==> config.mk <==
export PLATFORM = sky130hd
export DESIGN_NAME = uart_receiver
export DESIGN_NICKNAME = d
export VERILOG_FILES = /design/src/rtl/uart_receiver.sv
export SDC_FILE = /design/constraint.sdc
export NUM_CORES = 1
export LEC_CHECK = 0
export BUFFER_PORTS_ARGS = -buffer_cell sky130_fd_sc_hd__buf_2
export CORE_UTILIZATION = 57
export CTS_CLUSTER_DIAMETER = 60
export DETAILED_ROUTE_END_ITERATION = 16
export GPL_TIMING_DRIVEN = 0
export PLACE_DENSITY = 0.86
export SYNTH_ARGS = -nofsm -noshare
export SYNTH_HDL_FRONTEND = slang
export SYNTH_SLANG_ARGS = --single-unit
==> constraint.sdc <==
create_clock -name clk -period 2.5 [get_ports clk]
set_clock_uncertainty 0.2 [all_clocks]
set_input_delay 0.375 -clock clk [delete_from_list [all_inputs] [get_ports clk]]
set_output_delay 0.375 -clock clk [all_outputs]
set_load 0.1 [all_outputs]
==> src/rtl/uart_receiver.sv <==
`timescale 1ns/1ps
// uart_receiver: 8N1 LSB-first UART receiver. It samples each bit at mid-symbol
// and presents received bytes on a valid/ready output port.
// Ports:
//   clk, reset      - clock and synchronous active-high reset
//   serial_in       - asynchronous UART line, idle high
//   data_out        - received byte; data_out_valid marks it as unconsumed
//   data_out_ready  - consumer takes data_out when high with data_out_valid
//   rx_busy         - high while a frame is being received or awaiting line high
//   framing_error   - one-cycle pulse when the stop bit is sampled low
//   overrun         - sticky; an unconsumed byte was overwritten
module uart_receiver #(
  parameter int unsigned CLOCK_FREQ = 125_000_000,
  parameter int unsigned BAUD_RATE  = 115_200
) (
  input  logic       clk,
  input  logic       reset,
  input  logic       serial_in,
  output logic [7:0] data_out,
  output logic       data_out_valid,
  input  logic       data_out_ready,
  output logic       rx_busy,
  output logic       framing_error,
  output logic       overrun
);

  localparam int unsigned SYMBOL_EDGE_TIME = CLOCK_FREQ / BAUD_RATE;
  localparam int unsigned SAMPLE_TIME      = SYMBOL_EDGE_TIME / 2;
  localparam int unsigned CNT_W            = $clog2(SYMBOL_EDGE_TIME);
  localparam logic [CNT_W-1:0] SAMPLE_LAST = CNT_W'(SAMPLE_TIME - 1);
  localparam logic [CNT_W-1:0] SYMBOL_LAST = CNT_W'(SYMBOL_EDGE_TIME - 1);

  typedef enum logic [2:0] {
    IDLE,
    START,
    DATA,
    STOP,
    WAIT_HIGH
  } state_t;

  state_t           state;
  logic [CNT_W-1:0] clk_cnt;
  logic [2:0]       bit_idx;
  logic [7:0]       shift_reg;
  logic             rx_meta;
  logic             rx_sync;

  // Two-flop synchronizer; preset to the idle level so reset never looks like a start bit.
  always_ff @(posedge clk) begin
    if (reset) begin
      rx_meta <= 1'b1;
      rx_sync <= 1'b1;
    end else begin
      rx_meta <= serial_in;
      rx_sync <= rx_meta;
    end
  end

  // Receive FSM with registered outputs.
  always_ff @(posedge clk) begin
    if (reset) begin
      state          <= IDLE;
      clk_cnt        <= '0;
      bit_idx        <= '0;
      shift_reg      <= '0;
      data_out       <= '0;
      data_out_valid <= 1'b0;
      rx_busy        <= 1'b0;
      framing_error  <= 1'b0;
      overrun        <= 1'b0;
    end else begin
      framing_error <= 1'b0;
      // Consumer handshake; a byte loading in this same cycle overrides the clear below.
      if (data_out_valid && data_out_ready) begin
        data_out_valid <= 1'b0;
      end

      case (state)
        IDLE: begin
          clk_cnt <= '0;
          if (!rx_sync) begin
            state   <= START;
            rx_busy <= 1'b1;
          end
        end

        // Re-check the start bit at mid-symbol to reject short glitches.
        START: begin
          if (clk_cnt == SAMPLE_LAST) begin
            clk_cnt <= '0;
            if (rx_sync) begin
              state   <= IDLE;
              rx_busy <= 1'b0;
            end else begin
              state   <= DATA;
              bit_idx <= '0;
            end
          end else begin
            clk_cnt <= clk_cnt + CNT_W'(1);
          end
        end

        // Counter was re-zeroed at mid-start, so each full symbol lands mid-bit.
        DATA: begin
          if (clk_cnt == SYMBOL_LAST) begin
            clk_cnt   <= '0;
            shift_reg <= {rx_sync, shift_reg[7:1]};
            bit_idx   <= bit_idx + 3'd1;
            if (bit_idx == 3'd7) begin
              state <= STOP;
            end
          end else begin
            clk_cnt <= clk_cnt + CNT_W'(1);
          end
        end

        STOP: begin
          if (clk_cnt == SYMBOL_LAST) begin
            clk_cnt <= '0;
            if (rx_sync) begin
              data_out       <= shift_reg;
              data_out_valid <= 1'b1;
              // Overwriting is only an overrun if the old byte is not leaving this cycle.
              if (data_out_valid && !data_out_ready) begin
                overrun <= 1'b1;
              end
              state   <= IDLE;
              rx_busy <= 1'b0;
            end else begin
              framing_error <= 1'b1;
              state         <= WAIT_HIGH;
            end
          end else begin
            clk_cnt <= clk_cnt + CNT_W'(1);
          end
        end

        // A held-low line (break) must not be mistaken for a new start bit.
        WAIT_HIGH: begin
          clk_cnt <= '0;
          if (rx_sync) begin
            state   <= IDLE;
            rx_busy <= 1'b0;
          end
        end

        default: begin
          state   <= IDLE;
          clk_cnt <= '0;
          rx_busy <= 1'b0;
        end
      endcase
    end
  end

endmodule

Word-level counts from Yosys, hierarchy flattened --
Cells that the tools add are included.
Word-level totals: flip-flop bits (word level) 39, bits in latches 0, bits in writable memories 0, memory bits (read-only) 0, bits of input ports 4, memories 0
Cells by class: add/sub/neg operators 2, multiply operators 0, div/mod/pow operators 0, order comparisons 0, equal/unequal tests 14, shift-type cells 0, muxes and demuxes 26, bitwise logic cells 3, reductions and logical operators 13
Operators by type and width (count):
- $mux W3 | 10
- $mux W11 | 2
- $pmux W11 S2 | 1
- $pmux W3 S5 | 1
- $ne A2 B2 Y1 const B | 7
- $reduce_and A4 Y1 | 3
- $add A11 B1 Y11 const B | 1
- $eq A11 B10 Y1 const B | 1
- $eq A11 B11 Y1 const B | 1
- $mux W1 | 9
- $eq A3 B2 Y1 const B | 2
- $eq A3 B3 Y1 const B | 2
- $pmux W3 S2 | 1
- $reduce_and A6 Y1 | 1
- $pmux W1 S5 | 1
- $add A3 B1 Y3 const B | 1
- $eq A3 B1 Y1 const B | 1
- $logic_not A3 Y1 | 1
- $not A1 Y1 | 3
- $reduce_and A3 Y1 | 1
- $reduce_or A3 Y1 | 1
- $logic_and A1 B1 Y1 | 2
- $mux W2 | 1
- $reduce_and A2 Y1 | 1
- other kinds (3) | 3

Depth between registers and ports, before layout --
Gate-level depths: netlist (run 1).
depth after elaboration 5, gate-level depth with buffers 7, gate-level depth less buffers 6

Least setup slack after synthesis (run 1) --
No wires, ideal clock.
path kind register -> register, from register clk_cnt[6], to register shift_reg[0], arrival 1675 ps, data required time 2172 ps, path slack 497 ps, cell stages (with the launch flop) 7, path buffers 2, clock period less this slack 2003 ps, cells stage by stage dfxtp_1 or3_1 buf_6 or4_4 buf_6 mux2i_1 nor2_1
Between the ends: cells in the longest elaborated chain, start to end 2
RTL lines:
- start, declared | RTL line 42 | logic [CNT_W-1:0] clk_cnt;
- start signal, assigned | RTL line 99 | clk_cnt <= clk_cnt + CNT_W'(1);
- start signal, assigned | RTL line 113 | clk_cnt <= clk_cnt + CNT_W'(1);
- start signal, assigned | RTL line 134 | clk_cnt <= clk_cnt + CNT_W'(1);
- $eq A11 B11 Y1 | RTL line 105 | if (clk_cnt == SYMBOL_LAST) begin
- $reduce_and A2 Y1 (no source line)
- end signal, assigned | RTL line 107 | shift_reg <= {rx_sync, shift_reg[7:1]};
- end, declared | RTL line 44 | logic [7:0] shift_reg;
Every way passes these cells. A chain may end at the register's enable or synchronous reset.

Worst setup path after layout (run 1) --
from register clk_cnt[0], to register shift_reg[2]
The elaborated chain is that of the path after synthesis.

==> flow_summary.json, run 1 <==
{
  "cts_setup_buffers": 0,
  "core_area_um2": 2780,
  "grt_antenna_before_repair": 0,
  "nets": 210,
  "cts_buffers": 5,
  "setup_viol": 0,
  "status": "complete, no violations",
  "largest_reg_flops": 11,
  "stdcell_count": 233,
  "min_period_over_period_pct": 85.1,
  "clock_sinks": 39,
  "netlist_instances": 180,
  "cts.path.max_buffers": 2,
  "worst_slack_ns": 0.373,
  "drtIter0Drc": 51,
  "drtAntennaViolNets": 0,
  "clock-root-buffer": "clkbuf_4",
  "ios": 16,
  "r2r_start": "clk_cnt[0]",
  "dpl.hpwl_mm": 2.25,
  "worst-path-buf-inv": 2,
  "cts_tree": "done",
  "synthFlopType": "dfxtp_1",
  "syn-num-nets": 189,
  "finalSetupTns_ns": 0,
  "path_max_fanout": 9,
  "min_period_ns": 2.13,
  "ys_seq_area_share_pct": 45.9,
  "dieWidth_um": 56.6,
  "synthArstFlopShare_pct": 0,
  "grt_start_max_net_pins": 12,
  "ff2ff_setup_slack_ns": 0.37,
  "max_freq_mhz": 470,
  "synth_enable_flop_cells": 0,
  "n_fill_cell": 226,
  "ff2ff_path_depth": 7,
  "final_util_pct": 67.5,
  "cpPeakStageDelay_ns": 0.57,
  "peakVddDrop_mv": 0.480,
  "max_cap_viol_count": 0,
  "antennaDiodeCount": 0,
  "rsz0062_at_grt": "no",
  "route.detailed.drc": 0,
  "initial_core_util_pct": 61.1,
  "power_leakage_nw": 0.782,
  "post_cts_resized": 0,
  "die_area_um2": 3200,
  "synth_cell_types": 40,
  "drtPass1Iterations": 4,
  "critPathLaunch": "clk_cnt[0]",
  "powerDensity_nw_per_um2": 585,
  "syn_area_per_cell_um2": 9.44,
  "grt_use_total_pct": 20.9,
  "path_class": "reg2reg",
  "critPathCaptureType": "flip-flop",
  "yosysWarnings": 0,
  "relSlewSlack_pct": 67.4,
  "clkTransAtPathRegs_ns": 0.11,
  "cp.required_ns": 2.51,
  "gr-total-overflow": 0,
  "drive_gt1_share_pct": 15.8,
  "r2r_end": "shift_reg[2]",
  "critical_path.top_delay_family": "simple AND/OR/NAND/NOR gates",
  "cp_num_cells": 7,
  "grt_pass1_wl_mm": 5.20,
  "syn2layout_area_growth_pct": 10.5,
  "wl_per_cell_um": 13.2,
  "routabilityCongestion": 0.809,
  "rows": 19,
  "start_kind": "flip-flop",
  "die_h_um": 56.6,
  "hold_buffers": 0,
  "tightestPinTransition_ns": 0.492,
  "ys_ff_latch": 39,
  "min_path_type": "in2reg",
  "clock_latency_ns": 0.34,
  "dp_slack_ns": 0.402,
  "critPathCapture": "shift_reg[2]",
  "portBuffers": 14,
  "post_drt_via_cell_ratio": 5.70,
  "netlist_area_um2": 1700,
  "final_cell_mix": "dfxtp_1, nor2_1, mux2i_1",
  "placed_cells": 225,
  "htreeDepth": 2,
  "layout_commonest_cell": "dfxtp_1",
  "path_cells": "inv_1 > ha_1 > nand4b_1 > or4_4 > buf_6 > mux2i_1 > nor2_1",
  "slowest_stage": "or4_4",
  "slew_violations": 0,
  "num_vias": 1329,
  "first_global_vias": 1224,
  "multiInputGateArea_um2": 837,
  "regArea_um2": 781,
  "cp_data_arrival_time_ns": 2.14,
  "drt-total-wl_mm": 3.08,
  "final-hold-violation-count": 0
}
[how the worst min path moves through the flow]
stage | slack [ns] | from | to | cells past startpoint
2_1_floorplan | 0.19 | rx_meta | rx_sync | 1
3_3_place_gp | 0.20 | rx_meta | rx_sync | 1
3_5_place_dp | 0.21 | rx_meta | rx_sync | 1
4_1_cts | 0.02 | serial_in | rx_meta | 2
5_1_grt | 0.004 | serial_in | rx_meta | 2
6_report | 0.02 | serial_in | rx_meta | 2
[Yosys cell counts, types with 2 or more instances]
master / instances / area share (%)
mux2i_1: 18 / 11
xnor2_1: 5 / 2.6
inv_1: 5 / 1.1
dfxtp_1: 39 / 46
nand3_1: 7 / 2.1
nor2_1: 35 / 7.7
clkbuf_1: 7 / 1.5
o41ai_1: 2 / 1.0
ha_1: 5 / 3.7
or2_2: 2 / 0.74
buf_2: 2 / 0.59
and3_1: 4 / 1.5
nor3_1: 5 / 1.5
a211oi_1: 2 / 0.88
nand4_1: 2 / 0.74
nand2_1: 4 / 0.88
a22o_1: 2 / 1.0
a21oi_1: 3 / 0.88
buf_6: 2 / 1.3
xor2_1: 4 / 2.1
or3_1: 3 / 1.1
o31ai_1: 2 / 0.88
nand4b_1: 2 / 1.0
nand2b_1: 2 / 0.74
[logic make-up after synthesis]
kind of cell             after synthesis  synth area share, %
AND/OR/NAND/NOR                       73                 21.6
flip-flops                            39                 45.9
multiplexers                          19                 11.3
AO/OA/AOI/OAI                         18                 8.03
buffers and inverters                 17                 4.79
XOR/XNOR                               9                 4.64
adder cells (fa/ha/maj)                5                 3.68
[report_power, final]
part,leakage (nW),switching (W),internal (W),total (W)
Sequential,0.315,0.0000114,0.000632,0.000643
Combinational,0.428,0.0000626,0.0000346,0.0000972
Clock,0.0386,0.000193,0.000166,0.000358
[final cells by class]
type,instances,area share (%)
inverters,5,1.00
repair buffers,14,3.73
multi-input cells,124,44.6
well taps,31,2.07
flip-flops and latches,39,41.6
clock buffers,8,3.67
plain buffers,12,3.33
[worst reg2reg max path, stage by stage (launching register included)]
cell      delay, ns
dfxtp_1        0.37
inv_1          0.08
ha_1           0.15
nand4b_1       0.26
or4_4          0.57
buf_6          0.17
mux2i_1        0.16
nor2_1         0.05
[stage by stage]
| stage | area [um2] | hold slack (ns) | total power (W) |
|---|---|---|---|
| after floorplan | 1700 | 0.189 | 0.000732 |
| after detailed placement | 1810 | 0.211 | 0.000755 |
| after global routing | 1880 | 0.00374 | 0.00115 |
| after global placement | 1810 | 0.200 | 0.000750 |
| final | 1880 | 0.0191 | 0.00110 |
| after CTS | 1880 | 0.0199 | 0.00110 |
[layer usage]
layer	share of wire [%]	track usage (%)	vias up
met5	0	0	-
li1	-	-	669
met2	51	36.3	24
met4	0.94	6.27	0
met3	4.6	8.29	4
met1	44	23.4	632
(Power assumes the default switching activity.)
==> run 2: changes to the inputs <==
==> constraint.sdc (replaced) <==
create_clock -name clk -period 2.5 [get_ports clk]
set_clock_uncertainty 0.2 [all_clocks]
set_input_delay 0 -clock clk [delete_from_list [all_inputs] [get_ports clk]]
set_output_delay 0 -clock clk [all_outputs]
set_load 0.1 [all_outputs]
==> run 2 against run 1 <==
Critical endpoint unchanged. Combinational power grew 4%. Maximum frequency about the same. Wire length grew 1.0%. Cell count is 1.3% higher. Highest routed layer unchanged. Global-route usage is 0.29 points higher. Largest power group unchanged.
==> flow_summary.json, run 2 (synthesis results as in run 1) <==
{
  "syn2layout_area_growth_pct": 12.2,
  "cts_buffers": 5,
  "cts.path.max_buffers": 2,
  "path_cells": "inv_1 > ha_1 > nand4b_1 > or4_4 > buf_6 > mux2i_1 > nor2_1",
  "finalSetupTns_ns": 0,
  "p_int_w": 0.000835,
  "dieWidth_um": 56.6,
  "clkTransAtPathRegs_ns": 0.11,
  "busiest_layer": "met2",
  "nets": 213,
  "max_cap_viol_count": 0,
  "die_h_um": 56.6,
  "clock-root-buffer": "clkbuf_4",
  "wl_per_cell_um": 13.2,
  "tightestPinTransition_ns": 0.484,
  "whs_endpoint": "rx_meta",
  "rsz0062_at_grt": "no",
  "met2_usage_pct": 37.1,
  "final-hold-violation-count": 0,
  "drtPass1Iterations": 4,
  "slowest_stage": "or4_4",
  "routabilityCongestion": 0.809,
  "start_kind": "flip-flop",
  "die_area_um2": 3200,
  "path_max_fanout": 9,
  "dp_slack_ns": 0.402,
  "clock_latency_ns": 0.34,
  "setup_viol": 0,
  "worst-path-buf-inv": 2,
  "drtIter0Drc": 45,
  "post_drt_via_cell_ratio": 5.72,
  "ios": 16,
  "final_cell_mix": "dfxtp_1, nor2_1, mux2i_1",
  "use_met1_pct": 23.7,
  "power_leakage_nw": 0.794,
  "cpPeakStageDelay_ns": 0.57,
  "ff2ff_path_depth": 7,
  "grt_antenna_before_repair": 0,
  "path_class": "reg2reg",
  "min_period_over_period_pct": 85.1,
  "critical_path.top_delay_family": "simple AND/OR/NAND/NOR gates",
  "ff2ff_setup_slack_ns": 0.37,
  "peakVddDrop_mv": 0.482,
  "r2r_start": "clk_cnt[0]",
  "clock_power_share_pct": 32.5,
  "worst_slack_ns": 0.371,
  "cp.required_ns": 2.51,
  "clock_sinks": 39,
  "rows": 19,
  "layout_commonest_cell": "dfxtp_1",
  "r2r_end": "shift_reg[2]",
  "design_area_um2": 1910,
  "initial_core_util_pct": 61.1,
  "placed_cell_area_um2": 1810,
  "first_global_vias": 1243,
  "min_path_type": "in2reg",
  "cp_data_arrival_time_ns": 2.14,
  "drive_gt1_share_pct": 15.6,
  "whs_path_depth": 3,
  "powerDensity_nw_per_um2": 578,
  "sw_frac_of_total_pct": 24.2,
  "core_area_um2": 2780,
  "drt-total-wl_mm": 3.11,
  "relSlewSlack_pct": 67.8,
  "htreeDepth": 2,
  "grt_start_max_net_pins": 12,
  "pwr-share-seq_pct": 58.4,
  "gr-total-overflow": 0,
  "critPathCaptureType": "flip-flop",
  "cts_tree": "done",
  "antennaDiodeCount": 0,
  "hp-start": "serial_in",
  "p_sw_w": 0.000267,
  "grt_use_met3_pct": 8.06,
  "num_vias": 1350,
  "grt_pass1_wl_mm": 5.27,
  "portBuffers": 14,
  "min_period_ns": 2.13,
  "status": "complete, no violations",
  "largest_reg_flops": 11,
  "drtAntennaViolNets": 0,
  "route.detailed.drc": 0,
  "combPwrFrac_pct": 9.2,
  "max_freq_mhz": 470,
  "cts_setup_buffers": 0,
  "critPathLaunch": "clk_cnt[0]",
  "slew_violations": 0,
  "grt_use_total_pct": 21.2,
  "final_util_pct": 68.6,
  "dpl.hpwl_mm": 2.25
}
==> run 2: worst max-delay path by stage <==
stage | end | slack (ns) | cells after the start
2_1_floorplan | shift_reg[0] | 0.50 | 6
3_3_place_gp | shift_reg[5] | 0.43 | 6
3_5_place_dp | data_out[6] | 0.40 | 6
4_1_cts | data_out[6] | 0.38 | 6
5_1_grt | data_out[6] | 0.23 | 7
6_report | shift_reg[2] | 0.37 | 7
==> run 2: cell type report <==
cell class                 instances  area [um2]
fill                             218         875
multi-input combinational        124         837
sequential                        39         781
timing repair buffer              17         100
clock buffer                       8        68.8
buffer                            12        62.6
tap                               31        38.8
inverter                           5        18.8
==> run 2: tightest hold or removal path, cell delays in order <==
cell	delay, ns
dlygate4sd3_1	0.52
buf_2	0.09
or2_2	0.09
==> run 2: metrics by stage <==
| step | hold WS (ns) | total power (W) | std cells |
|---|---|---|---|
| 6_report | 0.190 | 0.00110 | 236 |
| 4_1_cts | 0.183 | 0.00111 | 236 |
| 3_5_place_dp | -0.00977 | 0.000755 | 225 |
| 2_1_floorplan | -0.0962 | 0.000732 | 180 |
| 5_1_grt | 0.179 | 0.00115 | 236 |
| 3_3_place_gp | -0.0147 | 0.000750 | 225 |
==> run 2: power groups by stage <==
stage          combinational (W)  clock [W]  sequential [W]
2_1_floorplan          0.0000694          0        0.000663
3_3_place_gp           0.0000933          0        0.000657
3_5_place_dp           0.0000972          0        0.000658
4_1_cts                 0.000101   0.000361        0.000644
5_1_grt                 0.000113   0.000392        0.000646
6_report                0.000101   0.000358        0.000643
==> run 2: per-layer routing <==
metal / wire (um) / vias to the layer above / share of wire (%)
met5: 0 / - / 0
met4: 29 / 0 / 0.93
met3: 155 / 4 / 5.0
met2: 1590 / 26 / 51
met1: 1340 / 646 / 43
li1: - / 674 / -
==> run 2: timing repair <==
action,4_1_cts,5_1_grt
hold buffers,3,0
endpoints found under the hold margin,4,0
gates resized for setup,0,0
==> run 3: changes to the inputs <==
Settings changed: GPL_TIMING_DRIVEN 0 to default.
==> run 3 against run 2 <==
Global-route usage is 1.1 points higher. Die area stayed put. Largest cell class unchanged. Register-to-register slack got worse by 0.22 ns. Critical path depth increased by 1. Via count decreased by 1.7%.
==> flow_summary.json, run 3 (synthesis results as in run 1) <==
{
  "antennaDiodeCount": 0,
  "cts.path.max_buffers": 2,
  "pwr-share-seq_pct": 56.3,
  "route.detailed.drc": 0,
  "clock-root-buffer": "clkbuf_4",
  "path_cells": "inv_1 > ha_1 > nand4b_1 > nor4_2 > buf_4 > a21oi_1 > nor2_1 > dlygate4sd3_1",
  "min_period_over_period_pct": 94.1,
  "relSlewSlack_pct": 67.0,
  "hp-start": "serial_in",
  "start_kind": "flip-flop",
  "nets": 205,
  "slowest_stage": "dlygate4sd3_1",
  "grt_start_max_net_pins": 29,
  "layout_commonest_cell": "dfxtp_1",
  "stdcell_count": 228,
  "final-hold-violation-count": 0,
  "critPathLaunch": "clk_cnt[0]",
  "first_global_vias": 1232,
  "gr-total-overflow": 0,
  "min_period_ns": 2.35,
  "finalSetupTns_ns": 0,
  "die_area_um2": 3200,
  "cp.required_ns": 2.61,
  "drt-total-wl_mm": 3.23,
  "drtPass1Iterations": 4,
  "htreeDepth": 2,
  "cpPeakStageDelay_ns": 0.54,
  "max_cap_viol_count": 0,
  "num_vias": 1327,
  "initial_core_util_pct": 61.1,
  "core_area_um2": 2780,
  "r2r_start": "clk_cnt[0]",
  "cts_buffers": 5,
  "hold_ws_ns": 0.175,
  "clock_sinks": 39,
  "max_freq_mhz": 425,
  "cts_setup_buffers": 0,
  "power_leakage_nw": 0.790,
  "combPwrFrac_pct": 6.9,
  "slew_violations": 0,
  "die_h_um": 56.6,
  "grt_antenna_before_repair": 0,
  "wl_per_cell_um": 14.1,
  "portBuffers": 15,
  "n_fill_cell": 204,
  "post_drt_via_cell_ratio": 5.82,
  "drive_gt1_share_pct": 17.3,
  "ios": 16,
  "rows": 19,
  "placed_cell_area_um2": 1770,
  "path_class": "reg2reg",
  "status": "complete, no violations",
  "drtIter0Drc": 52,
  "critPathCaptureType": "flip-flop",
  "placed_cells": 216,
  "min_path_type": "in2reg",
  "grt_use_total_pct": 22.3,
  "dieWidth_um": 56.6,
  "cts_tree": "done",
  "clock_latency_ns": 0.35,
  "largest_reg_flops": 11,
  "grt_pass1_wl_mm": 5.45,
  "cp_data_arrival_time_ns": 2.46,
  "setup_viol": 0,
  "final_cell_mix": "dfxtp_1, nor2_1, mux2i_1",
  "p_sw_w": 0.000288,
  "rsz0062_at_grt": "no",
  "path_max_fanout": 10,
  "routabilityCongestion": 0.844,
  "drtAntennaViolNets": 0,
  "p_int_w": 0.000876,
  "powerDensity_nw_per_um2": 613,
  "dpl.hpwl_mm": 2.18,
  "design_area_um2": 1900,
  "syn2layout_area_growth_pct": 11.7,
  "peakVddDrop_mv": 0.626,
  "clkTransAtPathRegs_ns": 0.12,
  "clock_power_share_pct": 36.9,
  "tightestPinTransition_ns": 0.499,
  "sw_frac_of_total_pct": 24.7
}
run 3: cell count changes in the layout (fill, tap and decap cells not counted), sizes merged:
cell,before,now
bufinv,0,1
dlygate4sd3,3,4
clkbuf,15,5
buf,19,17
clkinv,0,2
run 3: final timing paths:
| kind | depth (start not counted) | endpoint | slack (ns) |
|---|---|---|---|
| setup / recovery | 8 | data_out_valid | 0.15 |
| hold / removal | 3 | rx_meta | 0.18 |
| setup reg to reg | 8 | data_out_valid | 0.15 |
| hold reg to reg | 1 | rx_sync | 0.25 |
run 3: area by class of cell:
type                            count  area, um2  share of cell area [%]
Clock inverter                      3       43.8                    2.31
Multi-Input combinational cell    124        848                    44.7
Inverter                            5       18.8                   0.989
Clock buffer                        5       37.5                    1.98
Sequential cell                    39        781                    41.1
Tap cell                           31       38.8                    2.04
Timing Repair Buffer               21        130                    6.86
run 3: worst max-delay path: cells and delay by family, from the launching register on:
| kind | cells | cell delay, ns |
|---|---|---|
| buf+inv | 3 | 0.86 |
| simple gates | 3 | 0.66 |
| compound gates | 1 | 0.06 |
| flops | 1 | 0.37 |
| fa+ha+maj | 1 | 0.15 |
run 3: through the flow:
step           setup slack [ns]  util, %  power (W)
2_1_floorplan             0.497        -   0.000732
3_3_place_gp              0.429     63.7   0.000741
3_5_place_dp              0.334     63.7   0.000746
4_1_cts                   0.123     68.1    0.00117
5_1_grt                  0.0128     68.2    0.00121
6_report                  0.147     68.2    0.00116
run 3: power by group through the flow:
stage | combinational, W | clock, W | sequential, W
floorplan | 0.0000694 | 0 | 0.000663
global placement | 0.0000736 | 0 | 0.000667
detailed placement | 0.0000771 | 0 | 0.000669
CTS | 0.0000806 | 0.000436 | 0.000655
global route | 0.0000899 | 0.000457 | 0.000658
finish | 0.0000801 | 0.000429 | 0.000655
run 3: routing by layer:
| layer | share of wire, % | vias to the layer above | track usage (%) |
|---|---|---|---|
| met5 | 0 | - | 0 |
| met4 | 1.8 | 0 | 9.76 |
| met3 | 3.6 | 6 | 6.91 |
| met2 | 51 | 21 | 37.1 |
| met1 | 44 | 641 | 26.2 |
| li1 | - | 659 | - |
run 3: repair_timing:
action / in CTS / in global routing
hold endpoints to repair: 22 / 0
gates resized for setup: 0 / 1
hold buffers: 4 / 0
setup endpoints to repair: 0 / 1
